==> src/rtl/mem_stage.sv <==
// mem_stage: load/store stage driving a single-beat req/ack data port.
// Define MEM_ALIGN_CHECK_EN to reject misaligned accesses with a misalign pulse.
module mem_stage #(
   parameter int unsigned TIMEOUT_CYCLES = 255
) (
   input  logic        clk,
   input  logic        rst,
   input  logic        valid_in,
   input  logic [1:0]  mem_op,
   input  logic [1:0]  mem_size,
   input  logic        mem_unsigned,
   input  logic [63:0] alu_out,
   input  logic [63:0] mem_data,
   input  logic [4:0]  wb_addr_exec,
   input  logic [11:0] wb_imm_exec,
   output logic        stall,
   output logic        dmem_req,
   output logic        dmem_we,
   output logic [63:0] dmem_addr,
   output logic [63:0] dmem_wdata,
   output logic [7:0]  dmem_wstrb,
   input  logic        dmem_ack,
   input  logic [63:0] dmem_rdata,
   output logic        wb_valid,
   output logic [63:0] wb_data,
   output logic [4:0]  wb_addr_mem,
   output logic [11:0] wb_imm_mem,
   output logic        bus_err,
   output logic        misalign
);

   typedef enum logic {
      IDLE = 1'b0,
      BUSY = 1'b1
   } state_t;

   localparam logic [7:0] LAST = 8'(TIMEOUT_CYCLES - 1);

   state_t      state;
   logic [7:0]  cnt;
   logic        r_load;
   logic [1:0]  r_size;
   logic        r_uns;
   logic [2:0]  r_off;

   logic        is_load;
   logic        is_store;
   logic        is_mem;
   logic        reject;
   logic [2:0]  off;
   logic [7:0]  size_mask;
   logic [7:0]  lane_strb;
   logic [63:0] lane_wdata;
   logic [63:0] shifted;
   logic [63:0] load_val;

   assign stall = (state == BUSY);
   assign off   = alu_out[2:0];

   always_comb begin
      is_load  = 1'b0;
      is_store = 1'b0;
      unique case (1'b1)
         mem_op == 2'b01: is_load  = 1'b1;
         mem_op == 2'b10: is_store = 1'b1;
         default: ;
      endcase
      is_mem = is_load | is_store;
   end

   always_comb begin
      unique case (mem_size)
         2'b00:   size_mask = 8'h01;
         2'b01:   size_mask = 8'h03;
         2'b10:   size_mask = 8'h0F;
         default: size_mask = 8'hFF;
      endcase
      // Lanes past byte 7 fall off the top of the doubleword.
      lane_strb  = size_mask << off;
      lane_wdata = mem_data << {off, 3'b000};
   end

`ifdef MEM_ALIGN_CHECK_EN
   logic mis;

   always_comb begin
      unique case (mem_size)
         2'b00:   mis = 1'b0;
         2'b01:   mis = off[0];
         2'b10:   mis = |off[1:0];
         default: mis = |off;
      endcase
   end

   assign reject = is_mem & mis;
`else
   assign reject = 1'b0;
`endif

   always_comb begin
      shifted = dmem_rdata >> {r_off, 3'b000};
      unique case (r_size)
         2'b00: begin
            load_val = r_uns
               ? {56'b0, shifted[7:0]}
               : {{56{shifted[7]}}, shifted[7:0]};
         end
         2'b01: begin
            load_val = r_uns
               ? {48'b0, shifted[15:0]}
               : {{48{shifted[15]}}, shifted[15:0]};
         end
         2'b10: begin
            load_val = r_uns
               ? {32'b0, shifted[31:0]}
               : {{32{shifted[31]}}, shifted[31:0]};
         end
         default: load_val = shifted;
      endcase
   end

   always_ff @(posedge clk) begin
      if (rst) begin
         state       <= IDLE;
         cnt         <= '0;
         r_load      <= 1'b0;
         r_size      <= '0;
         r_uns       <= 1'b0;
         r_off       <= '0;
         dmem_req    <= 1'b0;
         dmem_we     <= 1'b0;
         dmem_addr   <= '0;
         dmem_wdata  <= '0;
         dmem_wstrb  <= '0;
         wb_valid    <= 1'b0;
         wb_data     <= '0;
         wb_addr_mem <= '0;
         wb_imm_mem  <= '0;
         bus_err     <= 1'b0;
         misalign    <= 1'b0;
      end else begin
         wb_valid <= 1'b0;
         bus_err  <= 1'b0;
         misalign <= 1'b0;
         unique case (state)
            IDLE: begin
               if (valid_in) begin
                  if (reject) begin
                     misalign <= 1'b1;
                  end else if (is_mem) begin
                     r_load      <= is_load;
                     r_size      <= mem_size;
                     r_uns       <= mem_unsigned;
                     r_off       <= off;
                     wb_addr_mem <= wb_addr_exec;
                     wb_imm_mem  <= wb_imm_exec;
                     dmem_req    <= 1'b1;
                     dmem_we     <= is_store;
                     dmem_addr   <= {alu_out[63:3], 3'b000};
                     dmem_wdata  <= lane_wdata;
                     dmem_wstrb  <= lane_strb;
                     cnt         <= '0;
                     state       <= BUSY;
                  end else begin
                     wb_valid    <= 1'b1;
                     wb_data     <= alu_out;
                     wb_addr_mem <= wb_addr_exec;
                     wb_imm_mem  <= wb_imm_exec;
                  end
               end
            end
            BUSY: begin
               // An ack in the limit cycle still completes the transfer.
               if (dmem_ack) begin
                  dmem_req <= 1'b0;
                  dmem_we  <= 1'b0;
                  state    <= IDLE;
                  if (r_load) begin
                     wb_valid <= 1'b1;
                     wb_data  <= load_val;
                  end
               end else if (cnt == LAST) begin
                  dmem_req <= 1'b0;
                  dmem_we  <= 1'b0;
                  bus_err  <= 1'b1;
                  state    <= IDLE;
               end else begin
                  cnt <= cnt + 8'd1;
               end
            end
            default: state <= IDLE;
         endcase
      end
   end

endmodule

==> config.mk <==
export PLATFORM = sky130hd
export DESIGN_NAME = mem_stage
export DESIGN_NICKNAME = d
export VERILOG_FILES = /design/src/rtl/mem_stage.sv
export SDC_FILE = /design/constraint.sdc
export NUM_CORES = 1
export LEC_CHECK = 0
export ABC_AREA = 1
export CAP_MARGIN = 5
export CORE_AREA = 2 2 170 172
export DETAILED_ROUTE_END_ITERATION = 10
export DIE_AREA = 0 0 172 174
export GPL_TIMING_DRIVEN = 0
export PLACE_DENSITY = 0.79
export SYNTH_ARGS = -nofsm -noshare
export SYNTH_HDL_FRONTEND = slang
export SYNTH_SLANG_ARGS = --single-unit
==> constraint.sdc <==
create_clock -name clk -period 2 [get_ports clk]
set_input_delay 0.2 -clock clk [delete_from_list [all_inputs] [get_ports clk]]
set_output_delay 0.2 -clock clk [all_outputs]
set_load 0.01 [all_outputs]
; ---- Word-level counts from Yosys, hierarchy flattened
; Index checks and enable logic that the tools add are counted.
[totals]
ff_bits = 234
output_inout_bits = 223
[classes]
n_addsub = 1
eq_ne = 15
shifts = 3
mux = 36
bitwise_logic = 2
n_reduce_logical = 8
[ops]
columns = cell, n
row1 = $mux W64, 7
row2 = $pmux W64 S3, 1
row3 = $pmux W64 S2, 1
row4 = $shl A64 B6 Y64, 1
row5 = $shr A64 B6 Y64, 1
row6 = $mux W8, 4
row7 = $pmux W8 S3, 1
row8 = $mux W1, 17
row9 = $pmux W8 S2, 1
row10 = $ne A2 B2 Y1 const B, 6
row11 = $add A8 B1 Y8 const B, 1
row12 = $eq A8 B8 Y1 const B, 1
row13 = $pmux W1 S2, 4
row14 = $reduce_and A4 Y1, 2
row15 = $shl A8 B3 Y8, 1
row16 = $eq A2 B1 Y1 const B, 3
row17 = $eq A2 B2 Y1 const B, 3
row18 = $reduce_and A3 Y1, 2
row19 = $logic_not A2 Y1, 2
row20 = $ne A3 B2 Y1 const B, 1
row21 = $reduce_or A3 Y1, 1
row22 = $ne A2 B1 Y1 const B, 1
row23 = $reduce_and A2 Y1, 1
row24 = $not A1 Y1, 1
row25 = $or A1 B1 Y1, 1

; ---- Logic depth before layout (Yosys ltp)
; Gate-level depths: netlist of the first run.
[depth]
ltp_word = 6
mapped_depth = 12

; ---- Worst setup path before layout of the first run
; No wires, ideal clock.
[synth_timing]
kind = input port to flip-flop
start = input port mem_op[0]
end = register dmem_addr[49]
arrival_time_ns = 1.396
required_time_ns = 1.879
slack_ns = 0.483
cell_stages = 10
n_path_buf = 2
cell_sequence = inv_1 ha_1 nor2_8 inv_4 nand2_2 inv_2 buf_4 buf_2 nand2_1 o21ai_0
[synth_via]
elab_chain_cells = 4
word_cells_on_any_way = 6
cone_classes = eq/ne: 2 / mux: 2 / bitwise: 1 / reduce/logical: 1
[synth_rtl]
columns = element, line
row1 = "start, declared", 9  ; input logic [1:0] mem_op,
row2 = $eq A2 B1 Y1 or $eq A2 B2 Y1 (tied branches), "64, 65"
row3 = $mux W1, 63  ; unique case (1'b1)
row4 = $or A1 B1 Y1 *, 68  ; is_mem = is_load | is_store;
row5 = $reduce_and A3 Y1 (no line) *, n/a
row6 = "end signal, assigned", 159  ; dmem_addr <= {alu_out[63:3], 3'b000};
row7 = "end, declared", 19  ; output logic [63:0] dmem_addr,
; Mark *: on every way between the ends. The rest lies on a longest branch, timed or not.
; A chain may end at the register's enable or synchronous reset.

; ---- Worst setup path in the final report of the first run
[layout_timing]
start = register r_off[0]
end = register wb_data[12]
[layout_via]
elab_chain_cells = 6
word_cells_on_any_way = 8
cone_classes = shift: 1 / mux: 7
[layout_rtl]
columns = element, line
row1 = "start, declared", 44  ; logic [2:0] r_off;
row2 = "start signal, assigned", 129  ; r_off <= '0;
row3 = "start signal, assigned", 154  ; r_off <= off;
row4 = $shr A64 B6 Y64 *, 101  ; shifted = dmem_rdata >> {r_off, 3'b000};
row5 = "$mux W64, on equally long branches", "115, 105, 110"
row6 = $pmux W64 S3 *, 102  ; unique case (r_size)
row7 = $mux W64 *, 178  ; if (r_load) begin
row8 = $mux W64 *, 174  ; if (dmem_ack) begin
row9 = $pmux W64 S2 *, 145  ; unique case (state)
row10 = "end signal, assigned", 166  ; wb_data <= alu_out;
row11 = "end signal, assigned", 180  ; wb_data <= load_val;
row12 = "end, declared", 25  ; output logic [63:0] wb_data,
; Mark *: on every way between the ends. The rest lies on a longest branch, timed or not. The select of a mux whose other input is x is not followed.

==> impl_metrics.ini, run 1 <==
[yosys]
synth_area_mm2 = 0.0124
avgSynthCellArea_um2 = 6.68
synth_enable_flop_cells = 0
yosys_register_bits = 234
synthCells = 1862
synth_flop_cell = dfxtp_1
ys_warn_count = 0
ys_types = 47
yosysSeqAreaShare_pct = 37.7
async_flop_share_pct = 0

[route]
ant_nets = 0
dr_total_vias = 15200
wire_per_inst_um = 22.0
drt_iter0_drc = 1371
drt-pass1-iter-count = 7
wl_met1_um = 21300
highest_layer = met4
routed-wl-met3_um = 5670
drcViolationCount = 0
wl_met2_um = 29100
vias_per_cell = 5.58
drt_wl_total_um = 60000

[floorplan]
dieArea_mm2 = 0.0299
rows = 62
die_h_um = 174
die_x_um = 172
start_util_pct = 44.0
coreArea_mm2 = 0.0282
pin_count = 441

[layout]
syn2layout_area_growth_pct = 45.1
finalNetCount = 2548
drive_gt1_share_pct = 7.01
final_util_pct = 63.9
final_cells = 2726

[power]
peakVddDrop_uv = 647
p_per_area_mw_per_mm2 = 716
p_leak_nw = 7.60

[place]
globalplace.congestion = 0.983
placed_cells_incl_taps = 2682
io_buffers = 433
hpwl_um = 47400

[clocking]
cts_tree = yes
numCtsBuffers = 24
clkTransAtPathRegs_ns = 0.06
clock_latency_ns = 0.54
cts_buffer_depth = 3
htreeDepth = 1
holdBufCountCts = 0
cts_sinks = 234
cts_root_buffer = clkbuf_16

[timing]
period_share_pct = 97.5
finalSetupTns_ns = 0
clock_skew_ns = 0.0230
rsz0062_at_grt = false
finalHoldViolCount = 0
max_slew_margin_pct = 38.0
period_minus_slack_ns = 1.95
finalSetupViolations = 0
tightest_slew_ns = 0.930
slew_viol_final = 0
fmax_mhz = 513

[critical_path]
cp.arrival_ns = 2.43
required_ns = 2.48
cp-end-kind = flop
path_max_fanout = 10
path_class = reg2reg
crit_top_cell = buf_6
max_stage_delay_ns = 0.37
worstPathCellList = buf_6, inv_4, buf_6, buf_4, buf_6, nand2_1, a21oi_1, o211ai_1, nand3_1, nand2_1, a21oi_1
start_kind = flop
crit_slowest_cell = a21oi_1

[global_routing]
grt_usage_pct = 38.7
antenna_found_initial = 1
gr-total-overflow = 0
grt_max_degree = 14
grt_pass1_wl_um = 88100
grt_pass1_vias = 15300

[worst_hold_path]
hold_path_class = in2reg

[run_status]
status = complete, no violations

[job]
cap_violations = 0
critical path, delay by kind of cell (launching register included):
kind | cells | cell delay, ns
AO/OA/AOI/OAI | 3 | 0.64
buffers and inverters | 5 | 0.71
flip-flops | 1 | 0.31
AND/OR/NAND/NOR | 3 | 0.25
stage by stage:
step	cell area (um^2)	worst slack, ns	total power, mW	hold WS, ns
after CTS	18000	0.0432	12.8	0.137
after detailed placement	17300	-0.616	8.57	0.445
after floorplan	12400	0.483	6.81	0.279
after global placement	17300	-0.514	8.55	0.437
final	18000	0.0491	12.9	0.164
after global routing	18000	0.00257	13.4	0.159
registers in the layout, summed over array words and instances (netlist names), 2 cells and up:
name,flops
wb_addr_mem,5
wb_data,64
wb_imm_mem,12
r_off,3
dmem_wdata,64
dmem_wstrb,8
dmem_addr,61
cnt,8
r_size,2
final timing paths:
check	start	endpoint	slack [ns]	cells after the start
max reg2reg	r_off[0]$_SDFFE_PP0P_	wb_data[12]$_SDFFE_PP0P_	0.05	11
min reg2reg	dmem_wstrb[0]$_SDFFE_PP0P_	dmem_wstrb[0]$_SDFFE_PP0P_	0.46	2
min	alu_out[1]	dmem_wdata[28]$_SDFFE_PP0P_	0.16	4
max	r_off[0]$_SDFFE_PP0P_	wb_data[12]$_SDFFE_PP0P_	0.05	11
layer usage:
metal,vias to the layer above,global-route usage (%)
met3,224,7.97
met5,-,0
met4,0,23.1
met2,915,68.4
li1,7091,-
met1,6981,42.2
cells in the final DEF (no fill, tap or decap), types with 4 or more instances in the layout:
master	instances
o21ai_0	186
clkinv_2	4
a22oi_1	15
o31ai_1	4
buf_6	13
o22ai_1	5
buf_4	25
nor2_8	4
clkbuf_8	5
nand2_1	567
mux2i_1	16
clkbuf_16	24
a31oi_1	11
a22o_1	27
nor2_1	79
o211ai_1	8
buf_1	8
ha_1	4
nand2_2	5
inv_2	11
inv_1	124
nand4_1	35
clkdlybuf4s50_1	433
clkbuf_2	6
buf_2	46
dfxtp_1	234
clkbuf_1	52
nand3_2	4
nand3_1	116
o21ai_1	40
a21oi_1	194
conb_1	4
area by class of cell:
type / count / area, um^2
Fill cell: 2589 / 10200
Multi-Input combinational cell: 1345 / 6430
Sequential cell: 234 / 4680
Timing Repair Buffer: 435 / 4350
Buffer: 146 / 808
Clock buffer: 34 / 688
Inverter: 140 / 538
Tap cell: 384 / 480
Clock inverter: 7 / 53.8
Antenna cell: 1 / 2.50
power by group:
| group | switching (mW) | total [mW] | internal, mW |
|---|---|---|---|
| combinational | 2.00 | 3.46 | 1.45 |
| clock | 1.95 | 4.35 | 2.40 |
| sequential | 0.169 | 5.12 | 4.95 |
synthesized netlist by cell type (11+ instances only):
cell	instances	area (um^2)
buf_2	49	245
a22oi_1	15	113
mux2i_1	16	160
nand2_1	568	2130
a21oi_1	194	971
dfxtp_1	234	4680
nor2_1	79	297
o21ai_0	194	971
buf_4	23	173
inv_1	124	465
nand3_1	116	581
a22o_1	27	236
clkbuf_1	53	199
o21ai_1	32	160
nand4_1	35	219
a31oi_1	11	68.8
inv_2	11	41.3
buf_6	13	146
timing repair:
| action | CTS | global route |
|---|---|---|
| gates resized for setup | 2 | 22 |
| setup endpoints to repair | 10 | 36 |
| pin swaps | 0 | 1 |
| setup buffers | 0 | 2 |
cell families (layout without fill, tap and decap cells):
family | count (synthesis) | count (layout) | synth area share, %
AND/OR/NAND/NOR | 821 | 821 | 28.0
AO/OA/AOI/OAI | 499 | 499 | 21.8
buffers and inverters | 286 | 762 | 10.7
flip-flops | 234 | 234 | 37.7
multiplexers | 16 | 16 | 1.29
adder cells (fa/ha/maj) | 4 | 4 | 0.403
other | 1 | 5 | 0.0302
XOR/XNOR | 1 | 1 | 0.0705
Note: power is estimated with default switching activity, not from simulation.
==> inputs of run 2 (changes only) <==
--- a/config.mk
+++ b/config.mk
@@ -10,8 +10,9 @@
 export CORE_AREA = 2 2 170 172
 export DETAILED_ROUTE_END_ITERATION = 10
 export DIE_AREA = 0 0 172 174
+export DONT_BUFFER_PORTS = 1
 export GPL_TIMING_DRIVEN = 0
-export PLACE_DENSITY = 0.79
+export REMOVE_ABC_BUFFERS = 1
 export SYNTH_ARGS = -nofsm -noshare
 export SYNTH_HDL_FRONTEND = slang
 export SYNTH_SLANG_ARGS = --single-unit
==> impl_metrics.ini, run 2 (synthesized netlist as in run 1, its figures left out) <==
[layout]
largest_registers = dmem_wdata: 64 flops, wb_data: 64 flops, dmem_addr: 61 flops
num-fill-cells = 2765
final_cell_mix = nand2_1, dfxtp_1, a21oi_1
finalNetCount = 2163
syn2layout_area_growth_pct = 23.0
layout_commonest_cell = nand2_1
drive_gt1_share_pct = 8.33
final_area_mm2 = 0.0153

[timing]
period_share_pct = 97.1
finalHoldViolCount = 84
fmax_mhz = 515
hold_ws_ns = -0.266
rsz0062_at_grt = true
clock_skew_ns = 0.00974
period_minus_slack_ns = 1.94
finalSetupTns_ns = 0
finalSetupViolations = 0
slew_viol_final = 0
max_slew_margin_pct = 37.7
tightest_slew_ns = 0.934

[job]
cap_violations = 0

[critical_path]
cp.arrival_ns = 2.36
cp-end-kind = flop
path_max_fanout = 75
required_ns = 2.42
path_class = reg2reg
start_kind = flop

[route]
drt_iter0_drc = 1092
drcViolationCount = 0
ant_nets = 0
wire_per_inst_um = 22.6
drt_wl_total_um = 52800
dr_total_vias = 13500
vias_per_cell = 5.75
drt-pass1-iter-count = 6

[global_routing]
grt_pass1_wl_um = 76100
grt_usage_pct = 33.2
grt_pass1_vias = 12600
gr-total-overflow = 0
grt_max_degree = 83
antenna_found_initial = 1

[place]
dpl_cell_area_mm2 = 0.0122
hpwl_um = 29400
globalplace.congestion = 0.879
io_buffers = 0

[clocking]
htreeDepth = 1
cts_root_buffer = clkbuf_16
clkTransAtPathRegs_ns = 0.06
numCtsBuffers = 25
clock_latency_ns = 0.53
cts_sinks = 234
cts_buffer_depth = 3
cts_tree = yes

[run_status]
status = complete, but fails checks
violations = negative hold slack

[floorplan]
die_h_um = 174
start_util_pct = 44.0
die_x_um = 172
rows = 62
coreArea_mm2 = 0.0282
dieArea_mm2 = 0.0299
pin_count = 441

[power]
peakVddDrop_uv = 541
p_per_area_mw_per_mm2 = 809
p_total_mw = 12.4
p_leak_nw = 6.58

[worst_hold_path]
hold_path_class = in2reg
## run 2: report_power, final
group	switching [mW]	total (mW)	internal [mW]	leakage (nW)
Clock	1.92	4.59	2.67	0.392
Sequential	0.394	5.34	4.95	1.91
Combinational	1.55	2.43	0.880	4.28
## run 2: worst paths after layout
kind                         startpoint                     endpoint  slack, ns  cells past startpoint
setup / recovery  r_off[1]$_SDFFE_PP0P_     wb_data[60]$_SDFFE_PP0P_       0.06                      8
hold / removal                      rst  dmem_wdata[32]$_SDFFE_PP0P_      -0.27                      1
setup reg to reg  r_off[1]$_SDFFE_PP0P_     wb_data[60]$_SDFFE_PP0P_       0.06                      8
hold reg to reg     cnt[3]$_SDFFE_PP0P_          cnt[3]$_SDFFE_PP0P_       0.49                      2
## run 2: timing repair
item	in CTS	in global routing
resized for setup	68	10
endpoints found under the setup margin	216	149
endpoints found under the hold margin	220	83
cloned	17	2
hold buffers	116	3
setup buffers	35	18
pin swaps	9	8
## run 2: area by class of cell
type                    instances  area (um^2)  share of cell area, %
clock buffers                  38          744                   4.87
diodes                          1         2.50                 0.0164
repair buffers                180         1910                   12.5
inverters                     140          689                   4.51
multi-input cells            1352         6640                   43.4
flip-flops and latches        234         4700                   30.7
well taps                     384          480                   3.14
repair inverters                8         70.1                  0.458
clock inverters                 4         48.8                  0.319
## run 2: critical path: stages, from the launching register on
cell,delay [ns]
dfxtp_4,0.47
clkinv_16,0.19
nand3_1,0.16
nand3_1,0.26
nand3_4,0.23
buf_4,0.18
nand4_1,0.13
nand2_1,0.09
a21oi_1,0.06
## run 2: stage by stage
step	util, %	instances	hold WS (ns)	worst slack (ns)
final	54.1	2341	-0.266	0.0578
after global routing	54.1	2341	-0.280	-0.0205
after CTS	53.1	2317	-0.284	-0.00240
after detailed placement	43.3	2107	0.280	-2.10
after global placement	43.0	2103	0.279	-3.83
after floorplan	-	1719	0.269	-1.67
## run 2: metal layers
metal | wire length, um | GRT usage [%] | part of all wire (%)
met4 | 2040 | 12.4 | 3.9
met2 | 24900 | 57.2 | 47
met3 | 6310 | 10.5 | 12
met5 | 0 | 0 | 0
met1 | 19500 | 38.2 | 37
